File: src/rtl/xmem_dma_pkg.sv
// xmem_dma shared definitions.
// State encoding for the databus DMA initiator FSM.
package xmem_dma_pkg;

  localparam int XDMA_STATE_W = 3;

  typedef enum logic [XDMA_STATE_W-1:0] {
    XDMA_IDLE  = 3'd0,
    XDMA_FETCH = 3'd1,
    XDMA_REQ   = 3'd2,
    XDMA_PUSH  = 3'd3,
    XDMA_DONE  = 3'd4
  } xdma_state_t;

endpackage

File: src/rtl/xmem_dma.sv
// xmem_dma: moves a block of words between a stream
// and one Versat memory through its valid/ready port.
module xmem_dma
  import xmem_dma_pkg::*;
#(
  parameter int DATA_W  = 32,
  parameter int ADDR_W  = 10,
  parameter int TIMEOUT = 64
) (
  input  logic                clk,
  input  logic                rst,
  input  logic                start,
  input  logic                dir,
  input  logic [ADDR_W-1:0]   base,
  input  logic [ADDR_W:0]     len,
  output logic                busy,
  output logic                done,
  output logic                err,
  input  logic                in_valid,
  output logic                in_ready,
  input  logic [DATA_W-1:0]   in_data,
  output logic                out_valid,
  input  logic                out_ready,
  output logic [DATA_W-1:0]   out_data,
  output logic                valid,
  output logic [ADDR_W-1:0]   addr,
  output logic [DATA_W-1:0]   wdata,
  output logic [DATA_W/8-1:0] wstrb,
  input  logic                ready,
  input  logic [DATA_W-1:0]   rdata
);

  localparam int CNT_W =
    (TIMEOUT > 0) ? $clog2(TIMEOUT + 1) : 1;
  localparam int STRB_W = DATA_W / 8;
  localparam logic [CNT_W-1:0] WAIT_LAST =
    (TIMEOUT > 0) ? CNT_W'(TIMEOUT - 1) : '0;
  localparam logic [CNT_W-1:0] WAIT_ONE = CNT_W'(1);
  localparam logic [ADDR_W:0] IDX_ONE = (ADDR_W+1)'(1);
  localparam logic [ADDR_W-1:0] ADDR_ONE = ADDR_W'(1);

  xdma_state_t r_state;
  xdma_state_t w_next;

  logic              r_dir;
  logic [ADDR_W:0]   r_len;
  logic [ADDR_W:0]   r_idx;
  logic [CNT_W-1:0]  r_wait;
  logic              r_valid;
  logic [ADDR_W-1:0] r_addr;
  logic [DATA_W-1:0] r_wdata;
  logic [STRB_W-1:0] r_wstrb;
  logic [DATA_W-1:0] r_out_data;
  logic              r_busy;
  logic              r_done;
  logic              r_err;

  logic w_accept;
  logic w_launch;
  logic w_wr_cap;
  logic w_rd_cap;
  logic w_step;
  logic w_tmo_hit;
  logic w_last;
  logic w_tmo;
  logic w_dir;

  // last word when the incremented index reaches len
  assign w_last = (r_idx + IDX_ONE) == r_len;
  // a zero TIMEOUT never expires
  assign w_tmo = (TIMEOUT > 0) && (r_wait == WAIT_LAST);
  // direction is only on the input pins while idle
  assign w_dir = (r_state == XDMA_IDLE) ? dir : r_dir;

  // Next state and per-cycle transfer events.
  always_comb begin
    w_next    = r_state;
    w_accept  = 1'b0;
    w_launch  = 1'b0;
    w_wr_cap  = 1'b0;
    w_rd_cap  = 1'b0;
    w_step    = 1'b0;
    w_tmo_hit = 1'b0;
    unique case (r_state)
      XDMA_IDLE: begin
        if (start) begin
          w_accept = 1'b1;
          if (len == '0) begin
            w_next = XDMA_DONE;
          end else begin
            w_launch = 1'b1;
            w_next = dir ? XDMA_REQ : XDMA_FETCH;
          end
        end
      end
      XDMA_FETCH: begin
        if (in_valid) begin
          w_wr_cap = 1'b1;
          w_next = XDMA_REQ;
        end
      end
      XDMA_REQ: begin
        // ready beats a same-cycle expiry
        if (ready) begin
          if (r_dir) begin
            w_rd_cap = 1'b1;
            w_next = XDMA_PUSH;
          end else begin
            w_step = 1'b1;
            w_next = w_last ? XDMA_DONE : XDMA_FETCH;
          end
        end else if (w_tmo) begin
          w_tmo_hit = 1'b1;
          w_next = XDMA_DONE;
        end
      end
      XDMA_PUSH: begin
        if (out_ready) begin
          w_step = 1'b1;
          w_next = w_last ? XDMA_DONE : XDMA_REQ;
        end
      end
      XDMA_DONE: w_next = XDMA_IDLE;
      default:   w_next = XDMA_IDLE;
    endcase
  end

  // State register.
  always_ff @(posedge clk or posedge rst) begin
    if (rst) r_state <= XDMA_IDLE;
    else     r_state <= w_next;
  end

  // Transfer context: direction, length, index, wait count.
  always_ff @(posedge clk or posedge rst) begin
    if (rst) begin
      r_dir  <= 1'b0;
      r_len  <= '0;
      r_idx  <= '0;
      r_wait <= '0;
    end else begin
      if (w_launch) begin
        r_dir <= dir;
        r_len <= len;
        r_idx <= '0;
      end else if (w_step) begin
        r_idx <= r_idx + IDX_ONE;
      end
      if (r_state == XDMA_REQ) r_wait <= r_wait + WAIT_ONE;
      else                     r_wait <= '0;
    end
  end

  // Bus request registers, held steady through REQ.
  always_ff @(posedge clk or posedge rst) begin
    if (rst) begin
      r_valid <= 1'b0;
      r_addr  <= '0;
      r_wdata <= '0;
      r_wstrb <= '0;
    end else begin
      r_valid <= (w_next == XDMA_REQ);
      r_wstrb <= (w_next == XDMA_REQ && !w_dir) ? '1 : '0;
      if (w_launch)    r_addr <= base;
      else if (w_step) r_addr <= r_addr + ADDR_ONE;
      if (w_wr_cap) r_wdata <= in_data;
    end
  end

  // Read data capture and status flags.
  always_ff @(posedge clk or posedge rst) begin
    if (rst) begin
      r_out_data <= '0;
      r_busy     <= 1'b0;
      r_done     <= 1'b0;
      r_err      <= 1'b0;
    end else begin
      if (w_rd_cap) r_out_data <= rdata;
      r_busy <= (w_next != XDMA_IDLE);
      r_done <= (w_next == XDMA_DONE);
      if (w_accept)       r_err <= 1'b0;
      else if (w_tmo_hit) r_err <= 1'b1;
    end
  end

  assign in_ready  = (r_state == XDMA_FETCH);
  assign out_valid = (r_state == XDMA_PUSH);
  assign out_data  = r_out_data;
  assign valid     = r_valid;
  assign addr      = r_addr;
  assign wdata     = r_wdata;
  assign wstrb     = r_wstrb;
  assign busy      = r_busy;
  assign done      = r_done;
  assign err       = r_err;

endmodule

File: config.mk
export PLATFORM = sky130hd
export DESIGN_NAME = xmem_dma
export DESIGN_NICKNAME = d
export VERILOG_FILES = /design/src/rtl/xmem_dma_pkg.sv /design/src/rtl/xmem_dma.sv
export SDC_FILE = /design/constraint.sdc
export NUM_CORES = 1
export LEC_CHECK = 0
export CELL_PAD_IN_SITES_DETAIL_PLACEMENT = 1
export CELL_PAD_IN_SITES_GLOBAL_PLACEMENT = 2
export CORE_ASPECT_RATIO = 1.75
export CORE_UTILIZATION = 29
export DETAILED_ROUTE_END_ITERATION = 12
export GPL_TIMING_DRIVEN = 0
export PLACE_DENSITY_LB_ADDON = 0.3
export SETUP_SLACK_MARGIN = 0.4
export SYNTH_ARGS = -nofsm -noshare
export SYNTH_HDL_FRONTEND = slang
export SYNTH_SLANG_ARGS = --single-unit
File: constraint.sdc
create_clock -name clk -period 6.56 [get_ports clk]
set_input_delay 1.64 -clock clk [delete_from_list [all_inputs] [get_ports clk]]
set_output_delay 1.64 -clock clk [all_outputs]
set_load 0.01 [all_outputs]
==> key figures <==
STA
  – Relative slew slack: 54.5%
  – Final TNS setup: 0 ps
  – Hold Fails Final Rpt: 0
  – Least-Margin Pin Slew: 678 ps
  – Final critical path time including I/O delays and setup: 3950 ps
  – Number of failing setup endpoints in the final timing report: 0
  – Setup repair after global routing missed its margin: false
  – Final-report max-slew violation count: 0
  – Final period util: 60.2%
  – Achievable Freq: 253 MHz
  – Setup Skew: 5.04 ps

Synthesis
  – Proportion of register bits with asynchronous set or reset after synthesis: 100%
  – #FFs+latches synth: 112
  – Number of enable flip-flop cells after synthesis: 0
  – Ranking of synthesized cells by area: dfrtp_1 56%, nand2_1 11%, mux2_2 7.4%
  – Syn_nets: 596
  – Most used flip-flop cell after synthesis: dfrtp_1
  – Post-Synthesis Cell Area: 0.00503 mm^2
  – Cell taking the most area after synthesis: dfrtp_1
  – Number of warnings reported in the yosys synthesis log: 0
  – Distinct cell type count after synthesis: 57
  – Syn Area/Cell: 10.0 um^2
  – Sequential element share of the synthesized area: 55.7%
  – Commonest cells post-synth: 154 x nand2_1, 112 x dfrtp_1, 33 x mux2_2
  – Most frequently used cell type in the post-synthesis netlist: nand2_1
  – Post-Syn Instances: 501
  – Synth top area share: 55.7%

Route
  – Routed Wire Length: 15.6 mm
  – Number of detailed-routing iterations run before antenna repair: 4
  – Detailed-route DRC error count: 0
  – Routed length per instance: 17.0 um
  – Vias after detailed routing: 4372
  – Number of vias per cell: 4.75
  – Iter 0 DRT Violations: 105
  – Post-route antenna net violation count: 0

Worst setup path
  – Setup slack of the most critical reg-to-reg path: 3910 ps
  – Ordered list of cells on the worst path: clkdlybuf4s50_1, nor4_1, nand3_1, and2_1, a2111oi_2, nor4b_4, nor3_1
  – Critical path peak fanout: 4
  – Count of buffer and inverter cells on the critical path: 1
  – Top delay family on crit path: simple AND/OR/NAND/NOR gates
  – Type of destination of the critical path: flip-flop
  – Count of cell instances traversed by the critical path: 7
  – Worst path max stage delay: 610 ps
  – Data arrival, critical path: 4170 ps
  – Required time at the worst-slack endpoint: 6780 ps
  – Type of element launching the critical path: primary input
  – Worst reg2reg path depth: 8
  – Critical-path top delay cell: a2111oi_2
  – Worst setup path class: in2reg

CTS
  – TritonCTS clock tree: yes
  – Maximum count of clock buffers along a single path: 2
  – Number of hold buffers added after cts: 0
  – Clock Tree Root: clkbuf_16
  – Number of clock sinks seen by CTS: 112
  – Clock-pin slew of the registers on the worst-case setup and hold paths: 70 ps
  – # resized after CTS: 0
  – CTS H-Tree Depth: 3
  – Post CTS Setup Buffer Count: 0
  – Cts bufs inserted: 9
  – Later-pin clock latency in the skew report: 340 ps

Floorplan
  – Placeable core region: 0.0169 mm^2
  – # rows: 63
  – DIE AREA: 0.0179 mm^2
  – Die span in x: 102 um
  – Boundary pin count: 176
  – Initial standard-cell utilization of the core: 29.7%
  – Height of the chip: 176 um

Power and ir drop
  – Leakage Power: 3.22 nW
  – Peak supply drop: 207 uV
  – Power density relative to cell area: 424 mW/mm^2
  – Overall Power: 3.14 mW

Placement
  – Detailed placement HPWL: 12.2 mm
  – Number of input and output port buffers inserted: 175
  – Gpl congestion: 0.801
  – Number of placed cells counting well taps: 904

Final layout
  – Footprint of the flip-flops and latches: 0.00280 mm^2
  – Area added between synthesis and finish: 47.1%
  – Post-layout instance count excluding filler cells: 920
  – Filler instances: 1933
  – Diodes inserted: 0
  – Layout cells sized above 1: 9.81%
  – Number of nets in the final layout: 783
  – Area occupied by multi-input gates: 0.00208 mm^2

Worst hold path
  – Class of the tightest hold or removal check: reg2reg
  – Hold Path Cell Cnt: 1

Global route
  – Maximum number of pins on one net before global-route repair: 94
  – Tot GR Track Use: 18.5%
  – Via count of the first global-routing pass: 4990
  – Initial antenna violation count: 0
  – Overflow left after global routing: 0
  – Global-route wire length before repair: 25.3 mm

Flow run
  – Count of maximum capacitance violations: 0

Run status
  – Outcome: complete, no violations
[area by class of cell]
type,instances,area share (%)
sequential,112,37.9
multi-input combinational,357,28.1
timing repair buffer,176,24.0
tap,227,3.84
clock buffer,12,3.33
buffer,25,1.62
clock inverter,4,0.727
inverter,7,0.423
[layout by cell type (no fill, tap or decap), types with 2 or more instances in the layout]
cell type,netlist,final
nand3_1,12,12
ha_1,3,3
nor2_1,21,21
xnor2_1,13,13
nor3_1,8,8
and3_1,3,3
a31oi_1,3,3
o21a_1,2,2
and2_1,3,3
inv_1,7,6
o21ai_0,24,24
dfrtp_1,112,112
o31ai_1,2,2
buf_4,3,3
clkbuf_16,0,9
xor2_1,9,9
a21oi_1,9,9
nand2_1,154,154
or2_2,2,2
nor3b_1,4,4
buf_2,5,5
a21o_1,2,2
mux2_2,33,33
o211a_1,2,2
clkinvlp_4,0,2
nor4_1,4,4
mux2i_1,2,2
clkbuf_1,14,16
nand4b_1,2,2
o22ai_1,2,2
nor2b_1,6,6
nand4_1,5,5
or3_1,3,3
clkdlybuf4s50_1,0,175
o211ai_1,2,2
[per-stage QoR]
step                instance area, um^2  util, %  setup WS [ps]  hold WS, ps
floorplan                          5030        -           1960          425
detailed placement                 7100     41.9           2250          457
global placement                   7070     41.7           81.9          441
CTS                                7400     43.7           2570          468
global route                       7400     43.7           2440          486
finish                             7400     43.7           2610          461
[sequential cells by signal, indices dropped and copies added, names as in the netlist]
name,count
r_len,11
err,1
busy,1
done,1
wstrb,1
out_data,32
r_state,3
valid,1
r_idx,11
r_dir,1
wdata,32
addr,10
r_wait,7
[report_power, final]
| group | leakage (nW) | internal [mW] | switching (mW) |
|---|---|---|---|
| clock | 0.139 | 0.308 | 0.255 |
| combinational | 1.68 | 0.756 | 0.636 |
| sequential | 1.40 | 0.975 | 0.210 |
| total | 3.22 | 2.04 | 1.10 |
[cells by family (layout without fill, tap and decap cells)]
kind of cell	after synthesis	count (layout)	share of synthesized area [%]
multiplexers	35	35	7.78
AND/OR/NAND/NOR	236	236	21.1
flip-flops	112	112	55.7
XOR/XNOR	22	22	3.83
buffers and inverters	32	224	2.91
AO/OA/AOI/OAI	61	61	7.88
adder cells (fa/ha/maj)	3	3	0.746
[metal layers]
layer	wire length (um)	vias up	track usage (%)
met4	554	0	8.70
met1	5460	2170	18.8
li1	-	2058	-
met3	827	28	4.67
met5	0	-	0
met2	8800	116	34.2
[final timing paths]
path | startpoint | to
min in group asynchronous | rst | wdata[22]$_DFFE_PP0P_
max reg2reg | r_idx[0]$_DFFE_PP0P_ | wstrb[2]$_DFF_PP0_
max | len[2] | wstrb[2]$_DFF_PP0_
min reg2reg | r_wait[0]$_DFF_PP0_ | r_wait[0]$_DFF_PP0_
min | r_wait[0]$_DFF_PP0_ | r_wait[0]$_DFF_PP0_
max in group asynchronous | rst | r_wait[3]$_DFF_PP0_
[worst reg2reg max path, cell delays in order (launching register included)]
cell,delay (ps)
dfrtp_1,490
ha_1,230
buf_2,230
nand2_1,160
or4_1,610
xnor2_1,190
nand2_1,150
nor4b_4,360
nor3_1,100
(Power assumes the default switching activity.)
==> RTL change, RTL diff (config.mk and constraints unchanged) <==
Reset style: synchronous (`rst`), changed in 4 clocked blocks.
--- a/src/rtl/xmem_dma.sv
+++ b/src/rtl/xmem_dma.sv
@@ -126,13 +126,13 @@
   end
 
   // State register.
-  always_ff @(posedge clk or posedge rst) begin
+  always_ff @(posedge clk) begin
     if (rst) r_state <= XDMA_IDLE;
     else     r_state <= w_next;
   end
 
   // Transfer context: direction, length, index, wait count.
-  always_ff @(posedge clk or posedge rst) begin
+  always_ff @(posedge clk) begin
     if (rst) begin
       r_dir  <= 1'b0;
       r_len  <= '0;
@@ -152,7 +152,7 @@
   end
 
   // Bus request registers, held steady through REQ.
-  always_ff @(posedge clk or posedge rst) begin
+  always_ff @(posedge clk) begin
     if (rst) begin
       r_valid <= 1'b0;
       r_addr  <= '0;
@@ -168,7 +168,7 @@
   end
 
   // Read data capture and status flags.
-  always_ff @(posedge clk or posedge rst) begin
+  always_ff @(posedge clk) begin
     if (rst) begin
       r_out_data <= '0;
       r_busy     <= 1'b0;
Formal check against the unedited RTL: differs if rst is asserted again (counterexample within 4 cycles, from zero or initial values and one cycle with rst high); with rst held inactive, the same outputs for 10 cycles.
==> RTL change against the original RTL <==
  * Sequential cell count unchanged
  * Non-clock buffer count up 16
  * Setup slack worse by 0.11 ns
  * Routed wire length is 1.6% higher
  * Area after synthesis shrank 7.2%
  * Cell area is 6.1% lower
  * Clock skew increased by 0.0098 ns
  * Global-route usage increased by 0.91 points
  * First-iteration DRC count is 7.6% higher
  * The run now ends with design-rule violations left
  * Die area shrank 7.1%
  * Sequential share of layout area down 5.6 points
Power is not compared: it rests on default switching activity, and its combinational part moved more than twofold at a synthesized area within 25%.
==> RTL change: results (changes against the original RTL) <==
grt_first_pass_wirelength_um: 25400  # was 25300 um
post_cts_resize_count: 0  # unchanged
p_comb_frac: 0.172
ys_top_cells_by_count: "nand2_1, dfxtp_1, a21oi_1"  # was nand2_1, dfrtp_1, mux2_2
root_buffer: "clkbuf_16"  # unchanged
n_antenna_cell: 0  # unchanged
yosysSeqAreaShare: 0.480  # was 0.557
drtIter0Drc: 113  # was 105
fin_skew_ns: 0.0148  # was 0.00504 ns
placed_cells: 942  # was 904
grt_pass1_vias: 5125  # was 4990
status: "finished, violations left"  # was completed
wl_per_cell_um: 16.6  # was 17.0 um
slew_headroom: 0.533  # was 0.545
hp-class: "reg -> reg"  # unchanged
track_usage: 0.194  # was 0.185
clkTransAtPathRegs_ns: 0.07  # about the same
cts_made_buffers: 9  # unchanged
htreeDepth: 3  # unchanged
viasPerCell: 4.91  # was 4.75
place_area_mm2: 0.00666  # was 0.00710 mm^2
pre_cts_ws_ns: 2.17  # was 2.25 ns
grt_antenna_before_repair: 0  # unchanged
cts_buffer_depth: 2  # unchanged
ir_worst_vdd_mv: 0.126
synth_compound_area_frac: 0.151  # was 0.0788
synthMuxAreaShare: 0.00429  # was 0.0778
drc: 8  # was 0
p_leak_nw: 2.41
grt_max_degree: 21  # was 94
crit_type: "in -> reg"  # unchanged
dr.pass1.iters: 8  # was 4
drt-total-wl_um: 15900  # was 15600 um
cp.arrival_ns: 4.33  # was 4.17 ns
final_nets: 859  # was 783
synth_xor_area_frac: 0.0600  # was 0.0383
cap_violations: 0  # unchanged
yosysUniqueCellTypes: 54  # was 57
synth_fa_ha_area_frac: 0.00804  # was 0.00746
swShare: 0.275
cts_setup_buffers: 0  # unchanged
synthArstFlopShare: 0  # was 1.00
yosys_warnings: 0  # unchanged
portBuffers: 175  # unchanged
worstPathMaxFanout: 10  # was 4
p_per_area_mw_per_mm2: 221
gp_congestion: 0.798  # was 0.801
syn-mean-instance-area_um2: 8.08  # was 10.0 um^2
drive_gt1_frac: 0.0403  # was 0.0981
syn_nets: 673  # was 596
violations: "design-rule violations"
p_clk_frac: 0.351
final_max_slew_viol_count: 0  # unchanged
dp_hpwl_um: 12700  # was 12200 um
yosys-top-cells-area: "dfxtp_1, nand2_1, a21oi_1"  # was dfrtp_1, nand2_1, mux2_2
[RTL change: per-layer routing]
metal  wire length (um)  vias up  track usage
met5                  0        -            0
li1                   -     2306            -
met2               9140      106        0.388
met3                653       28       0.0390
met1               5590     2260        0.185
met4                516        0       0.0876
[RTL change: worst max-delay path, cell delays in order]
cell	delay, ns
clkdlybuf4s50_1	0.43
or4_4	0.57
o31ai_1	0.53
clkbuf_1	0.43
clkbuf_1	0.47
nand2_1	0.11
a21oi_1	0.15
[RTL change: path summary, 6_finish.rpt]
path	from	endpoint	slack [ns]	cells past startpoint
worst max-delay path	len[10]	r_len[8]	2.50	7
worst min register to register	r_wait[0]	r_wait[0]	0.45	1
worst min-delay path	r_wait[0]	r_wait[0]	0.45	1
worst max register to register	r_idx[0]	busy	3.65	7
[RTL change: layout make-up]
type                    instances  area, um^2
clock inverters                 6        57.6
flip-flops and latches        112        2240
clock buffers                  10         229
repair buffers                175        1750
well taps                     189         236
plain buffers                  42         173
fillers                      1881        8850
multi-input cells             417        2230
inverters                       7        26.3
